[config.mk]
export PLATFORM = sky130hd
export DESIGN_NAME = trap_filter_peak
export DESIGN_NICKNAME = d
export VERILOG_FILES = /design/src/rtl/trap_filter_peak.sv
export SDC_FILE = /design/constraint.sdc
export NUM_CORES = 1
export LEC_CHECK = 0
export ABC_AREA = 1
export CORE_ASPECT_RATIO = 0.5
export CORE_MARGIN = 4
export CORE_UTILIZATION = 57
export DETAILED_ROUTE_END_ITERATION = 10
export HOLD_SLACK_MARGIN = 0.02
export PLACE_DENSITY = 0.78
export SLEW_MARGIN = 20
export SYNTH_ARGS = -nofsm -noshare
export SYNTH_HDL_FRONTEND = slang
export SYNTH_SLANG_ARGS = --single-unit
[constraint.sdc]
create_clock -name clk -period 3.67 [get_ports clk]
set_clock_uncertainty 0.2 [all_clocks]
set_input_delay 0.734 -clock clk [delete_from_list [all_inputs] [get_ports clk]]
set_output_delay 0.734 -clock clk [all_outputs]
set_load 0.005 [all_outputs]
[src/rtl/trap_filter_peak.sv]
// Trapezoidal (Jordanov) shaper with pole-zero correction, output scaling/saturation,
// and a threshold peak detector reporting amplitude, timestamp and pile-up.
module trap_filter_peak #(
  parameter int SIZE_ADC_DATA    = 14,
  parameter int SIZE_FILTER_DATA = 24,
  parameter int K                = 4,
  parameter int L                = 6,
  parameter int M                = 0,
  parameter int OUT_SHIFT        = 0,
  parameter int THRESHOLD        = 150,
  parameter int MAX_WIDTH        = 64
) (
  input  logic                               clk,
  input  logic                               reset,
  input  logic                               clear,
  input  logic                               in_valid,
  input  logic [SIZE_ADC_DATA-1:0]           input_data,
  output logic signed [SIZE_FILTER_DATA-1:0] output_data,
  output logic                               output_valid,
  output logic signed [SIZE_FILTER_DATA-1:0] peak_value,
  output logic [31:0]                        peak_time,
  output logic                               peak_pileup,
  output logic                               peak_valid
);

  localparam int DW    = SIZE_ADC_DATA + 2;
  localparam int AW    = 48;
  localparam int FW    = SIZE_FILTER_DATA;
  localparam int DEPTH = K + L;
  localparam logic signed [16:0]   M_S     = 17'(M);
  localparam logic signed [AW-1:0] SAT_MAX = (48'sd1 <<< (FW - 1)) - 48'sd1;
  localparam logic signed [AW-1:0] SAT_MIN = -SAT_MAX - 48'sd1;
  localparam logic signed [FW-1:0] THR_S   = FW'(THRESHOLD);

  typedef enum logic [1:0] {IDLE, ARMED, REPORT} state_t;

  // dly[0] holds x[n-1]; the line only advances on qualified samples
  logic [SIZE_ADC_DATA-1:0] dly [DEPTH];

  always_ff @(posedge clk or negedge reset) begin
    if (!reset) begin
      for (int i = 0; i < DEPTH; i++) dly[i] <= '0;
    end else if (clear) begin
      for (int i = 0; i < DEPTH; i++) dly[i] <= '0;
    end else if (in_valid) begin
      dly[0] <= input_data;
      for (int i = 1; i < DEPTH; i++) dly[i] <= dly[i-1];
    end
  end

  logic signed [DW-1:0] x0, xk, xl, xkl, d_next;
  assign x0     = $signed({2'b00, input_data});
  assign xk     = $signed({2'b00, dly[K-1]});
  assign xl     = $signed({2'b00, dly[L-1]});
  assign xkl    = $signed({2'b00, dly[DEPTH-1]});
  assign d_next = x0 - xk - xl + xkl;

  logic                 v1, v2, v3;
  logic signed [DW-1:0] d_reg;
  logic signed [AW-1:0] p_reg, md_reg, r_reg, s_reg;

  logic signed [DW+16:0] md_full;
  logic signed [AW-1:0]  d_wide, md_next, p_next, r_next, s_next, shifted;
  logic signed [FW-1:0]  sat_out;

  assign md_full = d_reg * M_S;
  assign md_next = {{(AW-DW-17){md_full[DW+16]}}, md_full};
  assign d_wide  = {{(AW-DW){d_reg[DW-1]}}, d_reg};
  assign p_next  = p_reg + d_wide;
  assign r_next  = p_reg + md_reg;
  assign s_next  = s_reg + r_reg;
  assign shifted = s_next >>> OUT_SHIFT;

  always_comb begin
    sat_out = shifted[FW-1:0];
    if (shifted > SAT_MAX)      sat_out = SAT_MAX[FW-1:0];
    else if (shifted < SAT_MIN) sat_out = SAT_MIN[FW-1:0];
  end

  // Each stage advances only with its own valid tag, so bubbles pass through untouched
  always_ff @(posedge clk or negedge reset) begin
    if (!reset) begin
      v1 <= 1'b0; v2 <= 1'b0; v3 <= 1'b0; output_valid <= 1'b0;
      d_reg <= '0; p_reg <= '0; md_reg <= '0; r_reg <= '0; s_reg <= '0;
      output_data <= '0;
    end else if (clear) begin
      v1 <= 1'b0; v2 <= 1'b0; v3 <= 1'b0; output_valid <= 1'b0;
      d_reg <= '0; p_reg <= '0; md_reg <= '0; r_reg <= '0; s_reg <= '0;
      output_data <= '0;
    end else begin
      v1           <= in_valid;
      v2           <= v1;
      v3           <= v2;
      output_valid <= v3;
      if (in_valid) d_reg <= d_next;
      if (v1) begin
        p_reg  <= p_next;
        md_reg <= md_next;
      end
      if (v2) r_reg <= r_next;
      if (v3) begin
        s_reg       <= s_next;
        output_data <= sat_out;
      end
    end
  end

  state_t               state;
  logic [31:0]          counter, cur_time, width_cnt, width_inc;
  logic signed [FW-1:0] cur_peak, best_val;
  logic [31:0]          best_time;
  logic                 above, greater;

  assign above     = output_data > THR_S;
  assign greater   = output_data > cur_peak;
  assign best_val  = greater ? output_data : cur_peak;
  assign best_time = greater ? counter : cur_time;
  assign width_inc = width_cnt + 32'd1;

  // Peak detector works on the registered output; counter is the index of that sample
  always_ff @(posedge clk or negedge reset) begin
    if (!reset) begin
      state <= IDLE;
      counter <= '0; cur_time <= '0; width_cnt <= '0; cur_peak <= '0;
      peak_value <= '0; peak_time <= '0; peak_pileup <= 1'b0; peak_valid <= 1'b0;
    end else if (clear) begin
      state <= IDLE;
      counter <= '0; cur_time <= '0; width_cnt <= '0; cur_peak <= '0;
      peak_valid <= 1'b0;
    end else begin
      peak_valid <= 1'b0;
      if (output_valid) counter <= counter + 32'd1;
      case (state)
        ARMED: begin
          if (output_valid) begin
            cur_peak  <= best_val;
            cur_time  <= best_time;
            width_cnt <= width_inc;
            if (!above || width_inc >= 32'(MAX_WIDTH)) begin
              state       <= REPORT;
              peak_valid  <= 1'b1;
              peak_value  <= best_val;
              peak_time   <= best_time;
              peak_pileup <= above;
            end
          end
        end
        default: begin
          // IDLE and REPORT both accept a new above-threshold sample straight away
          if (output_valid && above) begin
            state     <= ARMED;
            cur_peak  <= output_data;
            cur_time  <= counter;
            width_cnt <= 32'd1;
          end else begin
            state <= IDLE;
          end
        end
      endcase
    end
  end

endmodule
; Word-level counts from Yosys, hierarchy flattened
; Index checks and enable logic that the tools add are counted.
[classes]
n_addsub = 8
n_mul = 0
div = 0
magnitude_cmp = 5
eq_ne = 3
shift = 0
mux = 45
n_bitwise = 1
reduce_logical = 12
[op_table]
columns = cell, count
row1 = 2-to-1 mux 48 bit, 8
row2 = 2-to-1 mux 32 bit, 11
row3 = 2-to-1 mux 140 bit, 2
row4 = 2-to-1 mux 24 bit, 9
row5 = adder 48 bit, 2
row6 = "adder 32 x 1 -> 32 bit, second input constant", 2
row7 = adder 48 x 16 -> 48 bit, 1
row8 = "> comparator 48 x 24 -> 1 bit, second input constant", 1
row9 = "less-than comparator 48 x 24 -> 1 bit, second input constant", 1
row10 = "greater-or-equal comparator 32 x 7 -> 1 bit, second input constant", 1
row11 = 2-to-1 mux 16 bit, 2
row12 = > comparator 24 bit, 1
row13 = "> comparator 24 x 9 -> 1 bit, second input constant", 1
row14 = adder 16 x 15 -> 16 bit, 1
row15 = subtractor 15 x 15 -> 16 bit, 1
row16 = subtractor 14 x 14 -> 15 bit, 1
row17 = nonzero test 2 bit, 5
row18 = 2-to-1 mux 1 bit, 9
row19 = 2-to-1 mux 2 bit, 4
row20 = "!= test 3 bit, second input constant", 2
row21 = AND reduction 2 bit, 2
row22 = AND reduction 4 bit, 1
row23 = nonzero test 3 bit, 1
row24 = "== test 2 x 1 -> 1 bit, second input constant", 1
row25 = other kinds (4), 4
[totals]
ff_bits = 556
latchBits = 0
ramBits = 0
romBits = 0
inputBits = 18
output_inout_bits = 83
word_cells = 103
mem_count = 0

; Longest topological paths before layout
[depth]
ltp_word = 7
ltp_mapped = 24
mapped_depth_nobuf = 24

; Worst setup path before layout
; No wires, ideal clock.
[synth_path]
kind = input port to flip-flop
from = input input_data[0]
to = register d_reg[15]
setup_ns = 0.121
arrival_ns = 3.892
t_required_ns = 3.349
slack_ns = -0.542
stages = 24
n_path_buf = 0
path_cell_list = inv_1 > ha_1 > inv_1 > fa_1 > nand3_1 > nand2_1 > a21oi_1 > nor2_1 > nor2_1 > xor2_1 > inv_1 > fa_1 > ha_1 > nand2_1 > o21ai_0 > a21oi_1 > o21ai_0 > a21oi_1 > o21bai_1 > nand3_1 > nand2_1 > nand3_1 > nand3_1 > nand2_1
[synth_via]
elab_chain_cells = 5
[synth_rtl]
columns = item, line_no
row1 = start: declaration, 17  ; input logic [SIZE_ADC_DATA-1:0] input_data,
row2 = subtractor 14 x 14 -> 15 bit, 56  ; assign d_next = x0 - xk - xl + xkl;
row3 = subtractor 15 x 15 -> 16 bit, 56
row4 = adder 16 x 15 -> 16 bit, 56
row5 = 2-to-1 mux 16 bit, 95  ; if (in_valid) d_reg <= d_next;
row6 = 2-to-1 mux 16 bit, 86  ; end else if (clear) begin
row7 = end signal: assignment, 95
row8 = end: declaration, 59  ; logic signed [DW-1:0] d_reg;
; Every way passes these cells. The select of a mux whose other input is x is not followed.
; A chain may end at the register's enable or synchronous reset.

; Final worst setup path
[layout_path]
from = register dly[88] in the netlist's numbering
to = register d_reg[14]
[layout_via]
elab_chain_cells = 5
[layout_rtl]
columns = item, line_no
row1 = start: declaration, 38  ; logic [SIZE_ADC_DATA-1:0] dly [DEPTH];
row2 = subtractor 14 x 14 -> 15 bit, 56
row3 = subtractor 15 x 15 -> 16 bit, 56
row4 = adder 16 x 15 -> 16 bit, 56
row5 = 2-to-1 mux 16 bit, 95
row6 = 2-to-1 mux 16 bit, 86
; Every way passes these cells. The select of a mux whose other input is x is not followed.

==> flow_summary.toml <==
[synthesis]
ys_ff_latch = 508
ys_types = 49
synth.avg_cell_area_um2 = 7.37
yosys.cell_count.top_type = "nand2_1"
muxShareOfSynthArea_pct = 0
synth_top_area_share_pct = 41.4
synth_seq_area_share_pct = 41.4
synth_top_family_by_area = "simple AND/OR/NAND/NOR gates"
async_flop_share_pct = 100
synth_area_leaders = "dfrtp_1 (41%), nand2_1 (14%), inv_1 (6.8%)"
synth_compound_area_share_pct = 13.7
yosys_most_used_dff = "dfrtp_1"
yosys.area_share.simple_pct = 26.9
yosysWarnings = 0
yosys.area_share.adder_pct = 7.27
synth_xor_area_share_pct = 1.74
syn-num-nets = 4350
synth_common_cells = "nand2_1 (1,111), inv_1 (559), dfrtp_1 (508), nand3_1 (329), nor2_1 (303)"
syn_inst = 4164
netlist_area_um2 = 30700
yosys.area.top_type = "dfrtp_1"
synth-edff-count = 0

[drt]
avgViaCountPerCell = 5.73
routed_wl_um = 87500
dr.first_iter.drc_count = 2646
antenna_left = 0
drc = 0
drtPass1Iterations = 6
num_vias = 28859
wl_per_cell_um = 17.4

[global_routing]
grt_pass1_wl_um = 142000
grt.total_usage_pct = 30.3
met1_usage_pct = 41.7
grt_max_degree = 127
met3_usage_pct = 3.84
gr-total-overflow = 0
antenna_found_initial = 0
grt_busiest_layer = "met2"
grt_pass1_vias = 27324
grt_util_met2_pct = 51.5

[worst_setup_path]
cp_max_fo = 4
crit_required_ns = 3.94
crit_start = "dly[88]"
criticalPathCategory = "register to register"
rr_endpoint = "d_reg[14]"
worst_ep_arrival_time_ns = 4.16
reg2regPathDepth = 21
worstSetupEndpointType = "register"
r2r_start = "dly[88]"
start_kind = "register"
reg2reg_setup_slack_ns = -0.22

[finish]
largest-register = "dly"
antenna_cells = 0
largest_register_ffs = 140
nets = 4488
fin_area_um2 = 35100
syn_to_final_growth_pct = 14.2
drive_above_1_share_pct = 7.15

[placement]
portBuffers = 100
placed_area_um2 = 33200
place_congestion = 0.986
hpwl_um = 63400

[floorplan]
io_pins = 101
die_h_um = 172
rows = 59
die_area_um2 = 57800
die_x_um = 336
start_util_pct = 58.3
core-area_um2 = 52600

[worst_hold_path]
hold_class = "register to register"
hp-start = "peak_value[18]"
worstHoldPathCells = 2
whs_endpoint = "peak_value[18]"

[outcome]
violations = "negative setup slack"
status = "finished, violations left"

[clocking]
clockBufferDepth = 3
clock_sinks = 508
clk_latency_ns = 0.59
clkTransAtPathRegs_ns = 0.07
htree_levels = 2
cts_buffers = 46
tritoncts = "yes"
root_buffer = "clkbuf_16"

[timing]
min_period_over_period_pct = 106
rsz0062_at_grt = "true"
slew_viol_final = 0
hold_viol = 0
worst_slack_ns = -0.223
fmax_ghz = 0.257
finalSetupViolations = 7
tns_ns = -0.863
max_slew.worst_pin.slew_ns = 1.00
slew_headroom_pct = 33.0
fin_crit_ns = 3.89

[power_and_ir_drop]
ir_drop_mv = 0.348
p_leak_nw = 17.2
powerDensity_nw_per_um2 = 378

[run]
max_cap_viol_count = 0
worst max-delay path by stage:
stage | end | cells past startpoint | slack, ns
5_1_grt | d_reg[14] | 23 | -0.47
6_report | d_reg[14] | 21 | -0.22
3_5_place_dp | d_reg[15] | 25 | -1.25
2_1_floorplan | d_reg[15] | 24 | -0.40
3_3_place_gp | d_reg[13] | 25 | -1.21
4_1_cts | d_reg[14] | 23 | -0.08
power by group:
part           total [mW]  switching [mW]  internal, mW
clock network        4.86            2.23          2.63
logic                2.45            1.61         0.845
registers            5.93           0.147          5.79
total                13.2            3.98          9.26
layer usage:
metal / vias to the layer above / share of wire [%]
li1: 14029 / -
met1: 13733 / 44
met2: 941 / 47
met3: 156 / 6.3
met4: 0 / 2.7
met5: - / 0
cell usage in the layout (no fill, tap or decap), types with 19 or more instances in the layout:
cell             instances
o22ai_1                150
nand4_1                 92
inv_1                  555
clkdlybuf4s50_1         90
a21oi_1                231
nand2_1               1100
nor4_1                  23
clkbuf_16               47
o211ai_1                23
o31ai_1                 19
buf_4                  127
o21ai_0                253
dfrtp_1                507
ha_1                   138
or2_2                   20
nor3_1                  44
nand3_1                325
xor2_1                  50
nor2_1                 296
timing repair:
item / CTS / global route
gates resized for setup: 33 / 29
hold endpoints to repair: 61 / 0
setup buffers: 4 / 9
gates cloned: 0 / 0
hold buffers: 1 / 0
setup endpoints to repair: 10 / 76
pin swaps: 11 / 24
critical path, stage by stage, from the launching register on:
cell	delay [ns]
dfrtp_1	0.34
inv_1	0.09
ha_4	0.30
inv_1	0.07
nor3_1	0.28
nand2_2	0.09
o211ai_1	0.12
a21oi_1	0.10
o21bai_1	0.18
nand2_1	0.09
a21oi_2	0.17
xnor2_1	0.13
inv_1	0.08
fa_1	0.53
ha_4	0.31
nand2_4	0.06
nor2_4	0.08
nand2_1	0.07
o2111ai_2	0.12
a21oi_1	0.12
o21ai_1	0.16
nand2_1	0.08
final cells by class:
| type | count | area (um^2) |
|---|---|---|
| multi-input combinational | 2937 | 15600 |
| fill | 4481 | 17600 |
| timing repair buffer | 245 | 2290 |
| inverter | 564 | 2140 |
| sequential | 508 | 12700 |
| clock buffer | 63 | 1300 |
| clock inverter | 16 | 170 |
| tap | 701 | 877 |
through the flow:
| stage | utilization, % | total power, mW | hold slack, ns | cells | setup WS, ns |
|---|---|---|---|---|---|
| 2_1_floorplan | - | 7.42 | 0.238 | 4164 | -0.400 |
| 3_3_place_gp | 63.1 | 8.23 | 0.254 | 4941 | -1.21 |
| 3_5_place_dp | 63.1 | 8.30 | 0.259 | 4941 | -1.25 |
| 4_1_cts | 66.2 | 13.2 | 0.261 | 5025 | -0.0778 |
| 5_1_grt | 66.6 | 13.8 | 0.283 | 5034 | -0.474 |
| 6_report | 66.6 | 13.2 | 0.268 | 5034 | -0.223 |
cells by family (layout without fill, tap and decap cells):
group                    after synthesis  count (layout)
flip-flops                           508             508
AND/OR/NAND/NOR                     1954            1954
AO/OA/AOI/OAI                        754             754
XOR/XNOR                              61              61
buffers and inverters                719             888
adder cells (fa/ha/maj)              168             168
Power figures use the tool's default switching activity.
